## src/rtl/core_bus_arbiter.sv

```systemverilog
// Merges an instruction read master and a data read/write master onto one memory slave port.
// Optional starvation override for the instruction side: define CORE_BUS_ARB_STARVE_EN.
module core_bus_arbiter #(
  parameter int STARVE_LIMIT = 4
) (
  input  logic        clk,
  input  logic        rst_n,
  input  logic        i_ins_rd_req,
  input  logic [31:0] i_ins_addr,
  output logic        o_ins_rd_gnt,
  output logic [31:0] o_ins_rdata,
  input  logic        i_dat_rd_req,
  input  logic        i_dat_wr_req,
  input  logic [31:0] i_dat_addr,
  input  logic [3:0]  i_dat_wr_be,
  input  logic [31:0] i_dat_wdata,
  output logic        o_dat_rd_gnt,
  output logic        o_dat_wr_gnt,
  output logic [31:0] o_dat_rdata,
  output logic        o_mem_rd_req,
  output logic        o_mem_wr_req,
  output logic [31:0] o_mem_addr,
  output logic [3:0]  o_mem_wr_be,
  output logic [31:0] o_mem_wdata,
  input  logic        i_mem_rd_gnt,
  input  logic        i_mem_wr_gnt,
  input  logic [31:0] i_mem_rdata
);

  typedef enum logic [1:0] {OWN_NONE, OWN_INS, OWN_DAT} owner_e;

  owner_e      rd_owner_q, rd_owner_d;
  logic [31:0] ins_hold_q, ins_hold_d;
  logic [31:0] dat_hold_q, dat_hold_d;
  logic        dat_req;
  logic        force_ins;
  logic        ins_wins;
  logic        dat_wins;

  assign dat_req = i_dat_rd_req | i_dat_wr_req;

`ifdef CORE_BUS_ARB_STARVE_EN
  logic [3:0] starve_cnt_q, starve_cnt_d;

  assign force_ins = (starve_cnt_q >= 4'(STARVE_LIMIT));

  always_comb begin
    starve_cnt_d = 4'd0;
    if (i_ins_rd_req && !o_ins_rd_gnt)
      starve_cnt_d = (starve_cnt_q == 4'd15) ? 4'd15 : starve_cnt_q + 4'd1;
  end

  always_ff @(posedge clk) begin
    if (!rst_n) starve_cnt_q <= 4'd0;
    else        starve_cnt_q <= starve_cnt_d;
  end
`else
  logic unused_starve_limit;
  assign unused_starve_limit = (STARVE_LIMIT > 0);
  assign force_ins = 1'b0;
`endif

  assign ins_wins = i_ins_rd_req & (~dat_req | force_ins);
  assign dat_wins = dat_req & ~ins_wins;

  always_comb begin
    o_mem_rd_req = 1'b0;
    o_mem_wr_req = 1'b0;
    o_mem_addr   = 32'h0;
    o_mem_wr_be  = 4'h0;
    o_mem_wdata  = 32'h0;
    if (ins_wins) begin
      o_mem_rd_req = 1'b1;
      o_mem_addr   = i_ins_addr;
    end else if (dat_wins) begin
      // A simultaneous data read is dropped in favour of the write.
      o_mem_rd_req = ~i_dat_wr_req;
      o_mem_wr_req = i_dat_wr_req;
      o_mem_addr   = i_dat_addr;
      o_mem_wr_be  = i_dat_wr_req ? i_dat_wr_be : 4'h0;
      o_mem_wdata  = i_dat_wr_req ? i_dat_wdata : 32'h0;
    end
  end

  assign o_ins_rd_gnt = ins_wins & i_mem_rd_gnt;
  assign o_dat_rd_gnt = dat_wins & ~i_dat_wr_req & i_mem_rd_gnt;
  assign o_dat_wr_gnt = dat_wins & i_dat_wr_req & i_mem_wr_gnt;

  always_comb begin
    rd_owner_d = OWN_NONE;
    if (o_ins_rd_gnt)      rd_owner_d = OWN_INS;
    else if (o_dat_rd_gnt) rd_owner_d = OWN_DAT;
  end

  // Returning data is steered by who was granted last cycle, then latched per side.
  always_comb begin
    ins_hold_d  = ins_hold_q;
    dat_hold_d  = dat_hold_q;
    o_ins_rdata = ins_hold_q;
    o_dat_rdata = dat_hold_q;
    if (rd_owner_q == OWN_INS) begin
      ins_hold_d  = i_mem_rdata;
      o_ins_rdata = i_mem_rdata;
    end
    if (rd_owner_q == OWN_DAT) begin
      dat_hold_d  = i_mem_rdata;
      o_dat_rdata = i_mem_rdata;
    end
  end

  always_ff @(posedge clk) begin
    if (!rst_n) begin
      rd_owner_q <= OWN_NONE;
      ins_hold_q <= 32'h0;
      dat_hold_q <= 32'h0;
    end else begin
      rd_owner_q <= rd_owner_d;
      ins_hold_q <= ins_hold_d;
      dat_hold_q <= dat_hold_d;
    end
  end

endmodule

```

## config.mk

```make
export PLATFORM = sky130hd
export DESIGN_NAME = core_bus_arbiter
export DESIGN_NICKNAME = d
export VERILOG_FILES = /design/src/rtl/core_bus_arbiter.sv
export SDC_FILE = /design/constraint.sdc
export NUM_CORES = 1
export LEC_CHECK = 0
export BUFFER_PORTS_ARGS = -buffer_cell sky130_fd_sc_hd__buf_2
export CAP_MARGIN = 20
export CORE_MARGIN = 5
export CORE_UTILIZATION = 25
export DETAILED_ROUTE_END_ITERATION = 8
export PLACE_DENSITY = 0.55
export SLEW_MARGIN = 20
export SYNTH_ARGS = -nofsm -noshare
export SYNTH_HDL_FRONTEND = slang
export SYNTH_SLANG_ARGS = --single-unit
```

## constraint.sdc

```tcl
create_clock -name clk -period 1.4 [get_ports clk]
set_input_delay 0.14 -clock clk [delete_from_list [all_inputs] [get_ports clk]]
set_output_delay 0.14 -clock clk [all_outputs]
set_load 0.02 [all_outputs]
```

Word-level counts from Yosys, hierarchy flattened
Cells that the tools add are included.

operators by class
  reduce and logical (&&, ||, !) cells = 1
  multiplexer cells = 16
  equality and inequality tests = 2
  bitwise logic cells = 12

operator list
  kind                                                              count
  32-bit 2-to-1 mux                                                 7
  4-bit 2-to-1 mux                                                  3
  1-bit bitwise AND                                                 7
  1-bit 2-to-1 mux                                                  5
  1-bit NOT                                                         4
  2-bit by 1-bit == test with 1-bit output (second input constant)  1
  2-bit == test (second input constant)                             1
  2-bit 2-to-1 mux                                                  1
  2-bit OR reduction                                                1
  1-bit OR                                                          1

storage, ports and cells
  register bits after elaboration = 66
  output and inout bits = 137

Logic depth before layout (Yosys ltp)
Gate-level depths: netlist (run 1).

  depth in word-level cells = 9
  depth in mapped cells = 5

Worst setup path before layout (run 1)
Ideal clock, no wire load.

  kind = input to output
  from = input port i_dat_rd_req
  to = output port o_mem_addr[21]
  arrival time = 1175 ps
  required time = 1260 ps
  cell stages on the path = 4
  buffers on the path = 2
  setup slack = 85 ps
  cell sequence = buf_2 or2_4 buf_2 o21ai_0

on the way
  longest elaborated chain between the ends = 7

RTL lines
  item                   RTL line  text
  start: declaration     12        input logic i_dat_rd_req,
  1-bit OR (*)           40        assign dat_req = i_dat_rd_req | i_dat_wr_req;
  1-bit NOT              63        assign ins_wins = i_ins_rd_req & (~dat_req | force_ins);
  1-bit bitwise AND      63
  1-bit NOT              64        assign dat_wins = dat_req & ~ins_wins;
  1-bit bitwise AND      64
  32-bit 2-to-1 mux      75        end else if (dat_wins) begin
  32-bit 2-to-1 mux (*)  72        if (ins_wins) begin
  end: declaration       22        output logic [31:0] o_mem_addr,

Mark *: on every way between the ends. The rest lies on a longest branch, timed or not.

Final worst setup path (run 1)
  from = register rd_owner_q[0]
  to = output port o_ins_rdata[1]

on the way
  longest elaborated chain between the ends = 2

RTL lines
  item                                      RTL line  text
  start: declaration                        32        owner_e rd_owner_q, rd_owner_d;
  start signal: assignment                  117       rd_owner_q <= rd_owner_d;
  2-bit by 1-bit == test with 1-bit output  101       if (rd_owner_q == OWN_INS) begin
  32-bit 2-to-1 mux                         101
  end: declaration                          11        output logic [31:0] o_ins_rdata,

No other way between the ends.

==> summary.md, run 1 <==
| Metric | Value |
|---|---|
| GPL Wtd Cong | 0.8555 |
| Element type at the critical path start | flip-flop |
| Clock Skews | 4.830 ps |
| Residual DRC count | 0 |
| GRT Max-Usage Layer | met2 |
| F_max | 0.5746 GHz |
| HP Start | i_mem_rdata[8] |
| Core ar. | 16640 um^2 |
| Clock tree root driver cell | clkbuf_16 |
| R2R Path End | ins_hold_q[14] |
| Register area share after synthesis | 31.05% |
| R2R depth | 7 |
| Slew @ Worst Pin | 316.5 ps |
| H-tree depth | 3 |
| Slew margin rel. | 78.90% |
| Endpoint class of the critical path | output pin |
| Pleak | 3.680 nW |
| Met3 Track Usage GR | 5.010% |
| Clk slew on worst S/H paths | 60 ps |
| Max Slew Vio Count | 0 |
| First drt pass iteration count | 4 |
| Final Hold Viols | 0 |
| Mapped Nets | 617 |
| Number of global-route vias before repair | 4303 |
| CP arrival | 1600 ps |
| RSZ-0062 raised after global routing | yes |
| Area contributors post-synth | dfxtp_1 (31%), mux2_4 (20%), mux2i_1 (15%) |
| Detailed Route Iter0 Violations | 113 |
| Initial antenna violation count | 0 |
| Critical path class | reg2out |
| Flop2flop setup slack | 70 ps |
| CTS buffer count | 9 |
| Hold Path Sink | dat_hold_q[8] |
| Vias per inst | 4.380 |
| Setup TNS | -17560 ps |
| Primary flip-flop cell chosen by synthesis mapping | dfxtp_1 |
| Async set-reset flop share out of synthesis | 0% |
| Clock sinks | 66 |
| Final core occ | 43.18% |
| Post-route ant nets | 0 |
| Cell Pwr Density | 794.7 nW/um^2 |
| Share of layout cells above drive strength 1 | 54.04% |
| Max IR drop VDD | 466.0 uV |
| Hold crit path type | in2reg |
| Routing usage on met2 | 24.50% |
| Reg-to-Reg Start | rd_owner_q[0] |
| Ratio of final minimum period to clock period | 124.3% |
| Setup-failing EPs final | 64 |
| Die Wd | 140.5 um |
| DRT Wirelength | 15600 um |
| Met1 Use GR | 17.32% |
| Commonest cells in the netlist | nand2_1 (128), dfxtp_1 (66), mux2i_1 (64) |
| Post-synth EDFFs | 0 |
| Tmin final | 1740 ps |
| Routed vias | 4437 |
| Delay of the slowest critical-path stage | 340 ps |
| Unique masters post-synth | 21 |
| Max Cap Violations | 0 |
| PortBufs | 275 |
| Cell accounting for the most synthesized area | dfxtp_1 |
| Crit-path cells | nor2b_4, buf_6, buf_12, mux2_2, buf_2 |
| Final net count | 926 |
| Top-count cell post-synth | nand2_1 |
| Total gr overflow | 0 |
| CTS Buffer Depth | 2 |
| Die area | 19730 um^2 |
| Starting Density | 25.57% |
| Mapped Cells | 478 |
| First-pass GRT wire length | 23270 um |
| Worst setup margin | -340.3 ps |
| WP data required | 1260 ps |
| Critical Path Fanout Max | 8 |
| Total Routing Usage GR | 14.49% |
| Violated checks | setup timing |
| Die Ht | 140.5 um |
| # fillers | 1635 |
| CTS tree | yes |
| Cell Area, Synth | 4255 um^2 |
| Drt wl/cell | 15.40 um |
| Clock latency on the worst-skew pair | 330 ps |
| Syn-to-layout area delta | 68.86% |
| Final HPWL DP | 11410 um |
| Largest net degree at the start of global routing | 75 |
| Placed cell area | 5988 um^2 |
| Syn_area_per_cell | 8.902 um^2 |
| Top Ports | 276 |
| Worst-path cell with the longest stage delay | mux2_2 |
| Status | complete, but fails checks |
| Post-route cell area | 7186 um^2 |
| Hold depth | 3 |
| # rows | 47 |
| Number of synthesis warnings | 0 |
| Flops & latches, synth | 66 |
| Share of the synthesized area in the top cell type | 31.05% |
| Dpl ws | -28.12 ps |
| Power consumption | 5.711 mW |
[worst max-delay path, delay by kind of cell, from the launching register on]
kind	cells	cell delay (ps)
simple gates	1	170
mux	1	340
buf+inv	3	440
flops	1	320
[power by group]
group	switching (mW)	total, mW	internal [mW]
sequential	0.0184	1.93	1.91
clock	0.852	2.46	1.61
combinational	0.703	1.32	0.616
[how the worst max path moves through the flow]
stage / start / end / slack [ps] / cells past startpoint
finish: rd_owner_q[0] / o_ins_rdata[1] / -340 / 5
floorplan: i_dat_rd_req / o_mem_addr[21] / 90 / 4
global placement: rd_owner_q[1] / o_ins_rdata[1] / -5 / 4
global route: rd_owner_q[0] / o_ins_rdata[14] / -410 / 6
CTS: rd_owner_q[0] / o_ins_rdata[31] / -350 / 4
detailed placement: rd_owner_q[1] / o_ins_rdata[31] / -30 / 4
[state kept, by name, indices dropped and copies added (netlist names)]
signal and cells:
ins_hold_q 32, rd_owner_q 2, dat_hold_q 32
[repair_timing]
action / in CTS / in global routing
endpoints found under the hold margin: 0 / 0
hold buffers: 0 / 0
gates cloned: 5 / 3
buffers inserted: 30 / 13
resized for setup: 92 / 53
endpoints found under the setup margin: 64 / 78
[cell families (layout without fill, tap and decap cells)]
| logic type | Yosys count | after routing | share of synthesized area [%] |
|---|---|---|---|
| AOI/OAI and AO/OA | 64 | 64 | 7.527 |
| buffers and inverters | 45 | 359 | 6.204 |
| DFF | 66 | 66 | 31.05 |
| muxes | 128 | 128 | 36.93 |
| other | 0 | 1 | 0 |
| and+or+nand+nor | 175 | 175 | 18.29 |
[placed cells by master (no fill, tap or decap), types with 2 or more instances in the layout]
| cell type | instances |
|---|---|
| buf_2 | 217 |
| nand2_1 | 128 |
| buf_6 | 66 |
| mux2i_1 | 64 |
| dfxtp_1 | 64 |
| mux2_4 | 62 |
| o21ai_0 | 60 |
| buf_4 | 41 |
| and2_1 | 37 |
| buf_12 | 13 |
| clkbuf_16 | 12 |
| o21ai_1 | 4 |
| nor2_1 | 3 |
| mux2_2 | 2 |
| clkinv_4 | 2 |
| bufinv_16 | 2 |
| dfxtp_2 | 2 |
[final cells by class]
| type | instances | area (um^2) | share of cell area (%) |
|---|---|---|---|
| clock buffers | 10 | 239.0 | 3.326 |
| repair buffers | 343 | 2547 | 35.45 |
| flip-flops and latches | 66 | 1324 | 18.42 |
| well taps | 220 | 275.3 | 3.831 |
| multi-input cells | 367 | 2708 | 37.68 |
| diodes | 1 | 2.502 | 0.03483 |
| clock inverters | 6 | 90.09 | 1.254 |
[stage by stage]
step | std cells | hold WS [ps]
detailed placement | 952 | 447.9
floorplan | 478 | 301.5
global route | 1012 | 97.39
finish | 1013 | 98.19
global placement | 952 | 437.6
CTS | 1003 | 91.90
[routing by layer]
| layer | share of wire (%) | up-vias |
|---|---|---|
| met3 | 8.8 | 17 |
| met2 | 49 | 188 |
| li1 | - | 2226 |
| met5 | 0 | - |
| met1 | 41 | 2006 |
| met4 | 1.5 | 0 |
Power figures use the tool's default switching activity.
==> run 2: changes to the inputs <==
--- a/config.mk
+++ b/config.mk
@@ -10,6 +10,7 @@
 export CORE_MARGIN = 5
 export CORE_UTILIZATION = 25
 export DETAILED_ROUTE_END_ITERATION = 8
+export MAX_ROUTING_LAYER = met4
 export PLACE_DENSITY = 0.55
 export SLEW_MARGIN = 20
 export SYNTH_ARGS = -nofsm -noshare
==> constraint.sdc (replaced) <==
create_clock -name clk -period 1.4 [get_ports clk]
set_input_delay 0 -clock clk [delete_from_list [all_inputs] [get_ports clk]]
set_output_delay 0 -clock clk [all_outputs]
set_load 0.02 [all_outputs]
==> summary.md, run 2 (same netlist as run 1, synthesis figures left out) <==
| Metric | Value |
|---|---|
| Status | complete, but fails checks |
| Violated checks | setup timing |
| GPL Wtd Cong | 0.8432 |
| Worst setup margin | -170.4 ps |
| Endpoint class of the critical path | output pin |
| Hold Path Sink | rd_owner_q[0] |
| Antenna cells | 0 |
| Core ar. | 16640 um^2 |
| FF+latch area | 1324 um^2 |
| Tmin final | 1570 ps |
| Total Routing Usage GR | 15.85% |
| CTS Buffer Depth | 2 |
| Clock sinks | 66 |
| Vias per inst | 4.471 |
| Detailed Route Iter0 Violations | 192 |
| Max Cap Violations | 0 |
| Hold crit path type | in2reg |
| First-pass GRT wire length | 24630 um |
| Final core occ | 44.13% |
| Final Hold Viols | 0 |
| Commonest non-fill, non-tap cell in the layout | buf_2 |
| Residual DRC count | 0 |
| # fillers | 1609 |
| Share of layout cells above drive strength 1 | 50.19% |
| RSZ-0062 raised after global routing | yes |
| Element type at the critical path start | flip-flop |
| WP data required | 1400 ps |
| DRT Wirelength | 16410 um |
| Final HPWL DP | 11540 um |
| Drt wl/cell | 16.17 um |
| Cell Pwr Density | 798.4 nW/um^2 |
| Max IR drop VDD | 660.2 uV |
| Top flop regs | dat_hold_q (32), ins_hold_q (32), rd_owner_q (2) |
| Total gr overflow | 0 |
| Setup TNS | -7893 ps |
| Hold depth | 2 |
| Final net count | 929 |
| Max Slew Vio Count | 0 |
| Top Ports | 276 |
| Setup-failing EPs final | 64 |
| Flop2flop setup slack | 20 ps |
| Multi-input logic area | 2715 um^2 |
| Syn-to-layout area delta | 72.60% |
| HP Start | i_mem_rd_gnt |
| Clk slew on worst S/H paths | 50 ps |
| F_max | 0.6368 GHz |
| Number of global-route vias before repair | 4597 |
| Starting Density | 25.57% |
| Clock tree root driver cell | clkbuf_16 |
| Routed vias | 4538 |
| CP arrival | 1570 ps |
| Clock latency on the worst-skew pair | 330 ps |
| Slew margin rel. | 68.32% |
| R2R depth | 6 |
| Largest net degree at the start of global routing | 75 |
| Slew @ Worst Pin | 475.2 ps |
| Post-route ant nets | 0 |
| Critical path class | reg2out |
| CTS tree | yes |
| Power consumption | 5.864 mW |
| # rows | 47 |
| Die Wd | 140.5 um |
| Worst setup path start | rd_owner_q[0] |
| Reg-to-Reg Start | rd_owner_q[0] |
| First drt pass iteration count | 6 |
| Clock Skews | 9.586 ps |
| H-tree depth | 3 |
| Die area | 19730 um^2 |
| Ratio of final minimum period to clock period | 112.2% |
| Initial antenna violation count | 0 |
| Most frequent cells in the layout | buf_2 (211), nand2_1 (128), buf_6 (71) |
| Die Ht | 140.5 um |
| R2R Path End | ins_hold_q[19] |
| Critical Path Fanout Max | 8 |
| CTS buffer count | 9 |
| Pleak | 3.711 nW |
| PortBufs | 275 |
run 2: changes by cell type in the layout (fill, tap and decap cells not counted), moves of 3 or more:
cell           delta
buf_2             -6
buf_4            -27
buf_12            -4
dlygate4sd3_1    +32
buf_6             +5
bufbuf_16         +3
run 2: power breakdown:
part / switching, mW / total [mW] / leakage (nW) / internal [mW]
Combinational: 0.717 / 1.37 / 3.01 / 0.649
Sequential: 0.0192 / 1.93 / 0.534 / 1.91
Clock: 0.828 / 2.57 / 0.166 / 1.74
Total: 1.56 / 5.86 / 3.71 / 4.30
run 2: worst max-delay path, cell delays in order, from the launching register on:
cell     delay [ps]
dfxtp_2         320
nor2b_4         210
buf_6           140
buf_12          130
mux2_4          310
buf_6           130
run 2: what timing repair did:
action / 4_1_cts / 5_1_grt
setup endpoints to repair: 64 / 83
gates resized for setup: 123 / 41
endpoints found under the hold margin: 64 / 0
gates cloned: 8 / 1
hold buffers: 32 / 0
buffers inserted: 22 / 4
run 2: cell type report:
type                    count  share of cell area [%]
clock inverters             7                   1.584
well taps                 220                   3.748
clock buffers               9                   3.066
flip-flops and latches     66                   18.02
multi-input cells         367                   36.97
repair buffers            346                   36.61
run 2: worst max-delay path by stage:
| stage | to | slack, ps | cells after the start |
|---|---|---|---|
| 5_1_grt | o_ins_rdata[2] | -250 | 5 |
| 3_5_place_dp | o_ins_rdata[31] | 100 | 4 |
| 2_1_floorplan | o_ins_rdata[10] | 310 | 4 |
| 3_3_place_gp | o_ins_rdata[31] | 90 | 4 |
| 4_1_cts | o_ins_rdata[12] | -190 | 5 |
| 6_report | o_ins_rdata[1] | -170 | 5 |
run 2: through the flow:
| stage | hold WS [ps] | cells | area, um^2 | setup WS [ps] |
|---|---|---|---|---|
| after global routing | 86.16 | 1015 | 7345 | -246.9 |
| after detailed placement | 301.4 | 942 | 5851 | 99.60 |
| after global placement | 296.0 | 942 | 5851 | 94.05 |
| after floorplan | 159.4 | 478 | 4255 | 309.2 |
| final | 77.98 | 1015 | 7345 | -170.4 |
| after CTS | 74.56 | 1019 | 7317 | -194.7 |
run 2: routing by layer:
layer / track usage [%] / wire length [um] / up-vias
li1: - / - / 2236
met1: 18.20 / 6666 / 2079
met2: 27.77 / 8287 / 200
met3: 3.306 / 1074 / 23
met4: 4.742 / 384 / 0
met5: - / 0 / -
==> run 3: changes to the inputs <==
--- a/config.mk
+++ b/config.mk
@@ -7,11 +7,13 @@
 export LEC_CHECK = 0
 export BUFFER_PORTS_ARGS = -buffer_cell sky130_fd_sc_hd__buf_2
 export CAP_MARGIN = 20
+export CELL_PAD_IN_SITES_DETAIL_PLACEMENT = 1
+export CELL_PAD_IN_SITES_GLOBAL_PLACEMENT = 1
 export CORE_MARGIN = 5
 export CORE_UTILIZATION = 25
 export DETAILED_ROUTE_END_ITERATION = 8
 export MAX_ROUTING_LAYER = met4
-export PLACE_DENSITY = 0.55
+export PLACE_DENSITY = 0.73
 export SLEW_MARGIN = 20
 export SYNTH_ARGS = -nofsm -noshare
 export SYNTH_HDL_FRONTEND = slang
==> summary.md, run 3 (same netlist as run 1, synthesis figures left out) <==
| Metric | Value |
|---|---|
| # rows | 47 |
| Die area | 19730 um^2 |
| Die Wd | 140.5 um |
| Crit-path cells | nand2b_4, buf_12, mux2_2, buf_2 |
| CP arrival | 1580 ps |
| First-pass GRT wire length | 26060 um |
| Final Hold Viols | 0 |
| Initial antenna violation count | 0 |
| Clock tree root driver cell | clkbuf_16 |
| Clock latency on the worst-skew pair | 330 ps |
| First drt pass iteration count | 4 |
| Final HPWL DP | 12300 um |
| Status | complete, but fails checks |
| Starting Density | 25.57% |
| Die Ht | 140.5 um |
| Max Slew Vio Count | 0 |
| Endpoint class of the critical path | output pin |
| Antenna cells | 0 |
| Ratio of final minimum period to clock period | 112.6% |
| Violated checks | setup timing |
| Max IR drop VDD | 508.9 uV |
| Clock sinks | 66 |
| Max Cap Violations | 0 |
| Cell Pwr Density | 794.2 nW/um^2 |
| Setup TNS | -8176 ps |
| Critical path class | reg2out |
| CTS Buffer Depth | 2 |
| Worst-path cell with the longest stage delay | mux2_2 |
| GPL Wtd Cong | 0.8203 |
| Core ar. | 16640 um^2 |
| CTS tree | yes |
| Residual DRC count | 0 |
| Hold crit path type | in2reg |
| Number of global-route vias before repair | 4899 |
| Tmin final | 1577 ps |
| Routed vias | 4605 |
| Critical Path Fanout Max | 8 |
| Total Routing Usage GR | 16.97% |
| Post-route ant nets | 0 |
| Delay of the slowest critical-path stage | 350 ps |
| Commonest non-fill, non-tap cell in the layout | buf_2 |
| Clock Skews | 9.164 ps |
| Slew margin rel. | 73.09% |
| Non-filler instance count after layout | 1017 |
| Top Ports | 276 |
| Detailed Route Iter0 Violations | 107 |
| Slew @ Worst Pin | 403.6 ps |
| Element type at the critical path start | flip-flop |
| Placed insts | 942 |
| Share of layout cells above drive strength 1 | 50.31% |
| CTS buffer count | 9 |
| Total gr overflow | 0 |
| Drt wl/cell | 17.43 um |
| PortBufs | 275 |
| Setup-failing EPs final | 64 |
| Largest net degree at the start of global routing | 99 |
| Worst setup margin | -176.5 ps |
| Top flop regs | dat_hold_q (32), ins_hold_q (32), rd_owner_q (2) |
| Clk slew on worst S/H paths | 60 ps |
| Syn-to-layout area delta | 68.74% |
| RSZ-0062 raised after global routing | yes |
| WP data required | 1400 ps |
| Final net count | 931 |
| Most frequent cells in the layout | buf_2 (218), nand2_1 (128), dfxtp_1 (64), mux2i_1 (63) |
| Final core occ | 43.15% |
| Pleak | 3.633 nW |
| F_max | 0.6343 GHz |
| Vias per inst | 4.528 |
| DRT Wirelength | 17730 um |
| H-tree depth | 3 |
[run 3: per-stage QoR]
step	instance area, um^2	hold slack (ps)	setup slack, ps	power [mW]
floorplan	4255	159.4	309.2	2.627
global placement	5838	299.8	77.49	3.116
detailed placement	5838	308.2	55.82	3.134
CTS	6965	102.6	-203.2	5.733
global route	7181	131.4	-242.2	5.965
finish	7181	130.9	-176.5	5.703
[run 3: area by class of cell]
cell class | count | area [um^2]
clock inverter | 7 | 93.84
clock buffer | 9 | 225.2
fill | 1942 | 9462
sequential | 66 | 1324
tap | 220 | 275.3
multi-input combinational | 367 | 2704
timing repair buffer | 348 | 2559
[run 3: routing by layer]
metal	global-route usage, %	part of all wire, %	vias up	routed length, um
li1	-	-	2236	-
met1	18.43	38	2175	6767
met2	30.95	54	175	9602
met3	3.954	5.6	19	993
met4	4.539	2.0	0	363
met5	-	0	-	0
[run 3: path summary, 6_finish.rpt]
path | startpoint | to | slack, ps | cells past startpoint
setup / recovery | rd_owner_q[0] | o_dat_rdata[31] | -180 | 4
hold / removal | i_dat_wr_req | rd_owner_q[1] | 130 | 2
setup reg to reg | rd_owner_q[0] | ins_hold_q[18] | 70 | 6
hold reg to reg | ins_hold_q[17] | ins_hold_q[17] | 460 | 2
[run 3: worst max-delay path, delay by kind of cell, from the launching register on]
family | cells | cell delay, ps
flip-flops | 1 | 320
buffers and inverters | 2 | 340
AND/OR/NAND/NOR | 1 | 240
multiplexers | 1 | 350
[run 3: timing repair]
item | 4_1_cts | 5_1_grt
gates cloned | 3 | 2
endpoints found under the setup margin | 64 | 72
buffers inserted | 14 | 8
hold endpoints to repair | 64 | 0
resized for setup | 90 | 42
hold buffers | 33 | 0
[run 3: power by group]
group          total, mW  internal, mW  leakage [nW]  switching, mW
Clock               2.42          1.56         0.151          0.862
Combinational       1.35         0.630          2.95          0.724
Sequential          1.93          1.91         0.534         0.0193
